## src/rtl/pump3_sequencer.sv

```systemverilog
// Three-valve peristaltic pump sequencer: opens the selected inlet, drives N six-phase
// strokes on the pump air lines, then seals. Air line 1 = valve closed.
module pump3_sequencer #(
    parameter int PHASE_W  = 16,
    parameter int STROKE_W = 8
) (
    input  logic                clk,
    input  logic                rst,
    input  logic                start,
    input  logic                abort,
    input  logic                dir,
    input  logic [1:0]          src_sel,
    input  logic [PHASE_W-1:0]  phase_len,
    input  logic [STROKE_W-1:0] strokes,
    output logic                pump1,
    output logic                pump2,
    output logic                pump3,
    output logic                sa,
    output logic                sb,
    output logic                sc,
    output logic                busy,
    output logic                done,
    output logic                aborted,
    output logic [STROKE_W-1:0] stroke_cnt
);
    localparam logic [1:0] S_IDLE  = 2'd0;
    localparam logic [1:0] S_OPEN  = 2'd1;
    localparam logic [1:0] S_PUMP  = 2'd2;
    localparam logic [1:0] S_CLOSE = 2'd3;

    logic [1:0]          state_q, state_n;
    logic [2:0]          phase_q, phase_n;
    logic [PHASE_W-1:0]  cnt_q, cnt_n;
    logic [PHASE_W-1:0]  len_q, len_n;
    logic [STROKE_W-1:0] strokes_q, strokes_n;
    logic [STROKE_W-1:0] stroke_n;
    logic [1:0]          src_q, src_n;
    logic                dir_q, dir_n;
    logic                done_n, aborted_n;
    logic [2:0]          pump_n, mux_n;

    // Forward pattern {p1,p2,p3}; reverse swaps p1 and p3.
    function automatic logic [2:0] pump_pat(input logic [2:0] ph, input logic rev);
        logic [2:0] p;
        case (ph)
            3'd0:    p = 3'b011;
            3'd1:    p = 3'b001;
            3'd2:    p = 3'b101;
            3'd3:    p = 3'b100;
            3'd4:    p = 3'b110;
            default: p = 3'b111;
        endcase
        return rev ? {p[0], p[1], p[2]} : p;
    endfunction

    always_comb begin
        state_n   = state_q;
        phase_n   = phase_q;
        cnt_n     = cnt_q;
        len_n     = len_q;
        strokes_n = strokes_q;
        stroke_n  = stroke_cnt;
        src_n     = src_q;
        dir_n     = dir_q;
        done_n    = 1'b0;
        aborted_n = 1'b0;
        if (state_q == S_IDLE) begin
            if (start) begin
                len_n     = (phase_len == '0) ? PHASE_W'(1) : phase_len;
                strokes_n = strokes;
                src_n     = src_sel;
                dir_n     = dir;
                stroke_n  = '0;
                cnt_n     = '0;
                phase_n   = '0;
                if (strokes != '0) state_n = S_OPEN;
                else               done_n  = 1'b1;
            end
        end else if (abort) begin
            state_n   = S_IDLE;
            cnt_n     = '0;
            phase_n   = '0;
            aborted_n = 1'b1;
        end else if (cnt_q == len_q - PHASE_W'(1)) begin
            cnt_n = '0;
            case (state_q)
                S_OPEN: begin
                    state_n = S_PUMP;
                    phase_n = '0;
                end
                S_PUMP: begin
                    if (phase_q == 3'd5) begin
                        stroke_n = stroke_cnt + STROKE_W'(1);
                        phase_n  = '0;
                        if (stroke_n == strokes_q) state_n = S_CLOSE;
                    end else begin
                        phase_n = phase_q + 3'd1;
                    end
                end
                default: begin
                    state_n = S_IDLE;
                    done_n  = 1'b1;
                end
            endcase
        end else begin
            cnt_n = cnt_q + PHASE_W'(1);
        end

        // Outputs are registered from next-state values so they line up with the state.
        pump_n = (state_n == S_PUMP) ? pump_pat(phase_n, dir_n) : 3'b111;
        mux_n  = 3'b111;
        if ((state_n == S_OPEN || state_n == S_PUMP) && src_n != 2'd3)
            mux_n[2'd2 - src_n] = 1'b0;
    end

    always_ff @(posedge clk) begin
        if (rst) begin
            state_q    <= S_IDLE;
            phase_q    <= '0;
            cnt_q      <= '0;
            len_q      <= PHASE_W'(1);
            strokes_q  <= '0;
            src_q      <= 2'd3;
            dir_q      <= 1'b0;
            stroke_cnt <= '0;
            {pump1, pump2, pump3} <= 3'b111;
            {sa, sb, sc}          <= 3'b111;
            busy       <= 1'b0;
            done       <= 1'b0;
            aborted    <= 1'b0;
        end else begin
            state_q    <= state_n;
            phase_q    <= phase_n;
            cnt_q      <= cnt_n;
            len_q      <= len_n;
            strokes_q  <= strokes_n;
            src_q      <= src_n;
            dir_q      <= dir_n;
            stroke_cnt <= stroke_n;
            {pump1, pump2, pump3} <= pump_n;
            {sa, sb, sc}          <= mux_n;
            busy       <= (state_n != S_IDLE);
            done       <= done_n;
            aborted    <= aborted_n;
        end
    end
endmodule

```

## config.mk

```make
export PLATFORM = sky130hd
export DESIGN_NAME = pump3_sequencer
export DESIGN_NICKNAME = d
export VERILOG_FILES = /design/src/rtl/pump3_sequencer.sv
export SDC_FILE = /design/constraint.sdc
export NUM_CORES = 1
export LEC_CHECK = 0
export ABC_AREA = 1
export CORE_ASPECT_RATIO = 1.5
export CORE_UTILIZATION = 35
export DETAILED_ROUTE_END_ITERATION = 16
export PLACE_DENSITY = 0.54
export SLEW_MARGIN = 20
export SYNTH_ARGS = -nofsm -noshare
export SYNTH_HDL_FRONTEND = slang
export SYNTH_SLANG_ARGS = --single-unit
```

## constraint.sdc

```tcl
create_clock -name clk -period 2.52 [get_ports clk]
set_input_delay 0.504 -clock clk [delete_from_list [all_inputs] [get_ports clk]]
set_output_delay 0.504 -clock clk [all_outputs]
set_load 0.02 [all_outputs]
```

==> results of run 1 <==
==> path summary, 6_finish.rpt <==
check	slack (ps)	cells after the start	startpoint	endpoint
max	140	16	len_q[9]	sb
max reg2reg	140	16	len_q[9]	sb
min reg2reg	490	2	src_q[1]	sa
min	490	2	src_q[1]	sa
==> report_power, final <==
part	switching, mW	internal (mW)	total, mW
combinational	0.393	0.304	0.697
sequential	0.0465	1.08	1.12
clock	0.437	0.714	1.15
total	0.876	2.09	2.97
==> worst max-delay path: cells and delay by family, from the launching register on <==
family	cells	cell delay [ps]
compound gates	2	370
fa+ha+maj	1	240
buf+inv	2	230
simple gates	11	1070
flops	1	350
==> per-stage QoR <==
stage	setup TNS [ps]	instance area, sq um	total power, mW	util [%]	hold slack, ps
after floorplan	0	4040	1.50	-	434
after global placement	-122	5010	1.76	45.1	460
after detailed placement	-354	5010	1.76	45.1	484
after CTS	0	5360	2.94	48.2	495
after global routing	-54.4	5610	3.13	50.4	517
final	0	5610	2.97	50.4	486
==> cells in the mapped netlist (2+ instances only) <==
| library cell | instances | area share, % |
|---|---|---|
| or2_2 | 4 | 0.62 |
| buf_1 | 3 | 0.28 |
| xnor2_1 | 8 | 1.7 |
| nor2_2 | 8 | 1.2 |
| ha_1 | 7 | 2.2 |
| nor3_1 | 4 | 0.50 |
| nand2_4 | 2 | 0.56 |
| nand2_2 | 9 | 1.4 |
| inv_2 | 7 | 0.65 |
| o21ai_0 | 25 | 3.1 |
| nand4_1 | 23 | 3.6 |
| a21oi_1 | 40 | 5.0 |
| buf_2 | 3 | 0.37 |
| nor4_1 | 7 | 1.1 |
| a211oi_1 | 8 | 1.5 |
| dfxtp_1 | 65 | 32 |
| xor2_1 | 18 | 3.9 |
| nor2_1 | 76 | 7.1 |
| clkbuf_1 | 12 | 1.1 |
| inv_1 | 60 | 5.6 |
| nand3_1 | 43 | 5.3 |
| nor2_4 | 4 | 1.1 |
| nand3b_1 | 5 | 0.93 |
| o211a_1 | 2 | 0.50 |
| nand2_1 | 154 | 14 |
==> sequential cells by signal, summed over array words and instances (netlist names), 2 cells and up <==
signal,count
stroke_cnt,8
cnt_q,16
len_q,16
state_q,2
phase_q,3
src_q,2
strokes_q,8
==> placed cells by master (no fill, tap or decap), types with 2 or more instances in the layout <==
master,netlist,layout
a211oi_1,8,8
a21oi_1,40,36
a21oi_2,0,4
buf_4,0,59
buf_6,1,2
clkbuf_1,12,2
clkbuf_16,0,9
clkbuf_8,0,2
clkdlybuf4s50_1,0,47
clkinv_2,0,3
dfxtp_1,65,57
dfxtp_2,0,7
ha_1,7,4
ha_4,0,3
inv_1,60,57
inv_2,7,9
nand2_1,154,140
nand2_2,9,20
nand2_4,2,5
nand3_1,43,40
nand3_2,1,3
nand3_4,1,2
nand3b_1,5,5
nand4_1,23,23
nor2_1,76,63
nor2_2,8,11
nor2_4,4,14
nor3_1,4,3
nor3_2,1,2
nor4_1,7,7
o211a_1,2,2
o21ai_0,25,24
or2_2,4,4
xnor2_1,8,8
xor2_1,18,16
xor2_2,0,2
==> final cells by class <==
| type | count | area (sq um) | share of cell area, % |
|---|---|---|---|
| tap | 147 | 184 | 3.28 |
| multi-input combinational | 462 | 2640 | 47.2 |
| timing repair buffer | 108 | 936 | 16.7 |
| inverter | 67 | 254 | 4.53 |
| clock inverter | 3 | 15.0 | 0.268 |
| clock buffer | 13 | 260 | 4.64 |
| sequential | 65 | 1310 | 23.4 |
==> routing by layer <==
layer	GRT usage, %	vias to the layer above	wire length [microns]
li1	-	2195	-
met1	24.8	2000	4850
met2	41.7	88	6820
met3	3.41	24	298
met4	8.11	0	415
met5	0	-	0
==> what timing repair did <==
action,CTS,global route
pin swaps,5,23
buffers inserted,2,5
endpoints found under the setup margin,6,17
resized for setup,13,62
==> cell families (layout without fill, tap and decap cells) <==
kind of cell | Yosys count | in the layout | share of synthesized area (%)
multiplexers | 1 | 1 | 0.248
adder cells (fa/ha/maj) | 7 | 7 | 2.17
flip-flops | 65 | 65 | 32.2
AND/OR/NAND/NOR | 347 | 347 | 40.2
buffers and inverters | 86 | 191 | 8.27
XOR/XNOR | 26 | 26 | 5.64
AO/OA/AOI/OAI | 81 | 81 | 11.2
==> results.sh, run 1 <==
export IMPL_cts_sinks=65
export IMPL_crit_top_cell="nand2_1"
export IMPL_placed_cells=842
export IMPL_first_global_vias=4146
export IMPL_hold_viol_final=0
export IMPL_ant_nets=0
export IMPL_clock_latency_ps=330
export IMPL_wl_mm=12.4
export IMPL_nFillCells=1125
export IMPL_finalCritPeriodShare_pct=94.4
export IMPL_io_buffers=47
export IMPL_drt_initial_drc_count=193
export IMPL_grt_pass1_wl_mm=20.1
export IMPL_netlist_instances=613
export IMPL_synth_net_count=651
export IMPL_startpoint_type="flip-flop"
export IMPL_start_util_pct=36.3
export IMPL_grt_max_degree=47
export IMPL_hold_buffers=0
export IMPL_dp_slack_ps=-95.8
export IMPL_synth_cell_type_count=41
export IMPL_vias=4307
export IMPL_finalCriticalPeriod_ps=2380
export IMPL_hold_path_class="flip-flop to flip-flop"
export IMPL_stdcell_count=865
export IMPL_yosysWarningCount=0
export IMPL_core_area_sq_mm=0.0111
export IMPL_wl_per_cell_microns=14.3
export IMPL_synthFlopType="dfxtp_1"
export IMPL_max_freq_ghz=0.420
export IMPL_p_per_area_mw_per_mm2=530
export IMPL_die_h_microns=134
export IMPL_drt_pass1_iterations=5
export IMPL_overflow=0
export IMPL_htreeDepth=3
export IMPL_num_rows=47
export IMPL_cts_tree="built"
export IMPL_tightest_slew_ps=534
export IMPL_cts_root_buffer="clkbuf_16"
export IMPL_drive_gt1_share_pct=23.3
export IMPL_io_pins=48
export IMPL_drc=0
export IMPL_worst_ir_drop_vdd_uv=338
export IMPL_synth_seq_area_share_pct=32.2
export IMPL_avgSynthCellArea_sq_um=6.59
export IMPL_dp_hpwl_mm=9.68
export IMPL_synth_edf_count=0
export IMPL_status="complete, no violations"
export IMPL_clockBufferDepth=2
export IMPL_finalSetupViolations=0
export IMPL_required_ps=2740
export IMPL_fin_skew_ps=8.01
export IMPL_layout_setup_ws_ps=141
export IMPL_cp_max_fo=5
export IMPL_synthToLayoutAreaGrowth_pct=38.9
export IMPL_slew_headroom_pct=64.4
export IMPL_nets=751
export IMPL_antenna_diode_count=0
export IMPL_synthArstFlopShare_pct=0
export IMPL_cap_violations=0
export IMPL_crit_path_top_delay_cell="dfxtp_2"
export IMPL_grt_use_total_pct=22.4
export IMPL_vias_per_cell=4.98
export IMPL_die_area_sq_mm=0.0120
export IMPL_clk_pin_slew_ps=50
export IMPL_path_class="flip-flop to flip-flop"
export IMPL_critPathCaptureType="flip-flop"
export IMPL_gp_congestion=0.952
export IMPL_crit_chain="buf_4 > nor2_2 > nand2_1 > inv_1 > nand2_1 > nand2_1 > nand2_1 > nor2_2 > nand3_4 > nor2_4 > nand2_4 > o31ai_4 > a21oi_2 > ha_4 > nor2_1 > nand2_1"
export IMPL_cts_buffers=9
export IMPL_report_final_slew_viol_count=0
export IMPL_max_stage_delay_ps=350
export IMPL_synth_area_sq_mm=0.00404
export IMPL_cp_arrival_ps=2600
export IMPL_die_width_microns=89.7
export IMPL_p_leak_nw=2.43
export IMPL_ys_seq_elements=65
export IMPL_antenna_found_initial=0
No activity file was read; power rests on OpenSTA's default activity.
==> inputs of run 2 (changes only) <==
--- a/config.mk
+++ b/config.mk
@@ -8,6 +8,7 @@
 export ABC_AREA = 1
 export CORE_ASPECT_RATIO = 1.5
 export CORE_UTILIZATION = 35
+export CTS_CLUSTER_SIZE = 30
 export DETAILED_ROUTE_END_ITERATION = 16
 export PLACE_DENSITY = 0.54
 export SLEW_MARGIN = 20
==> results of run 2 <==
Final layout, timing and power as in run 1 (identical DEF).
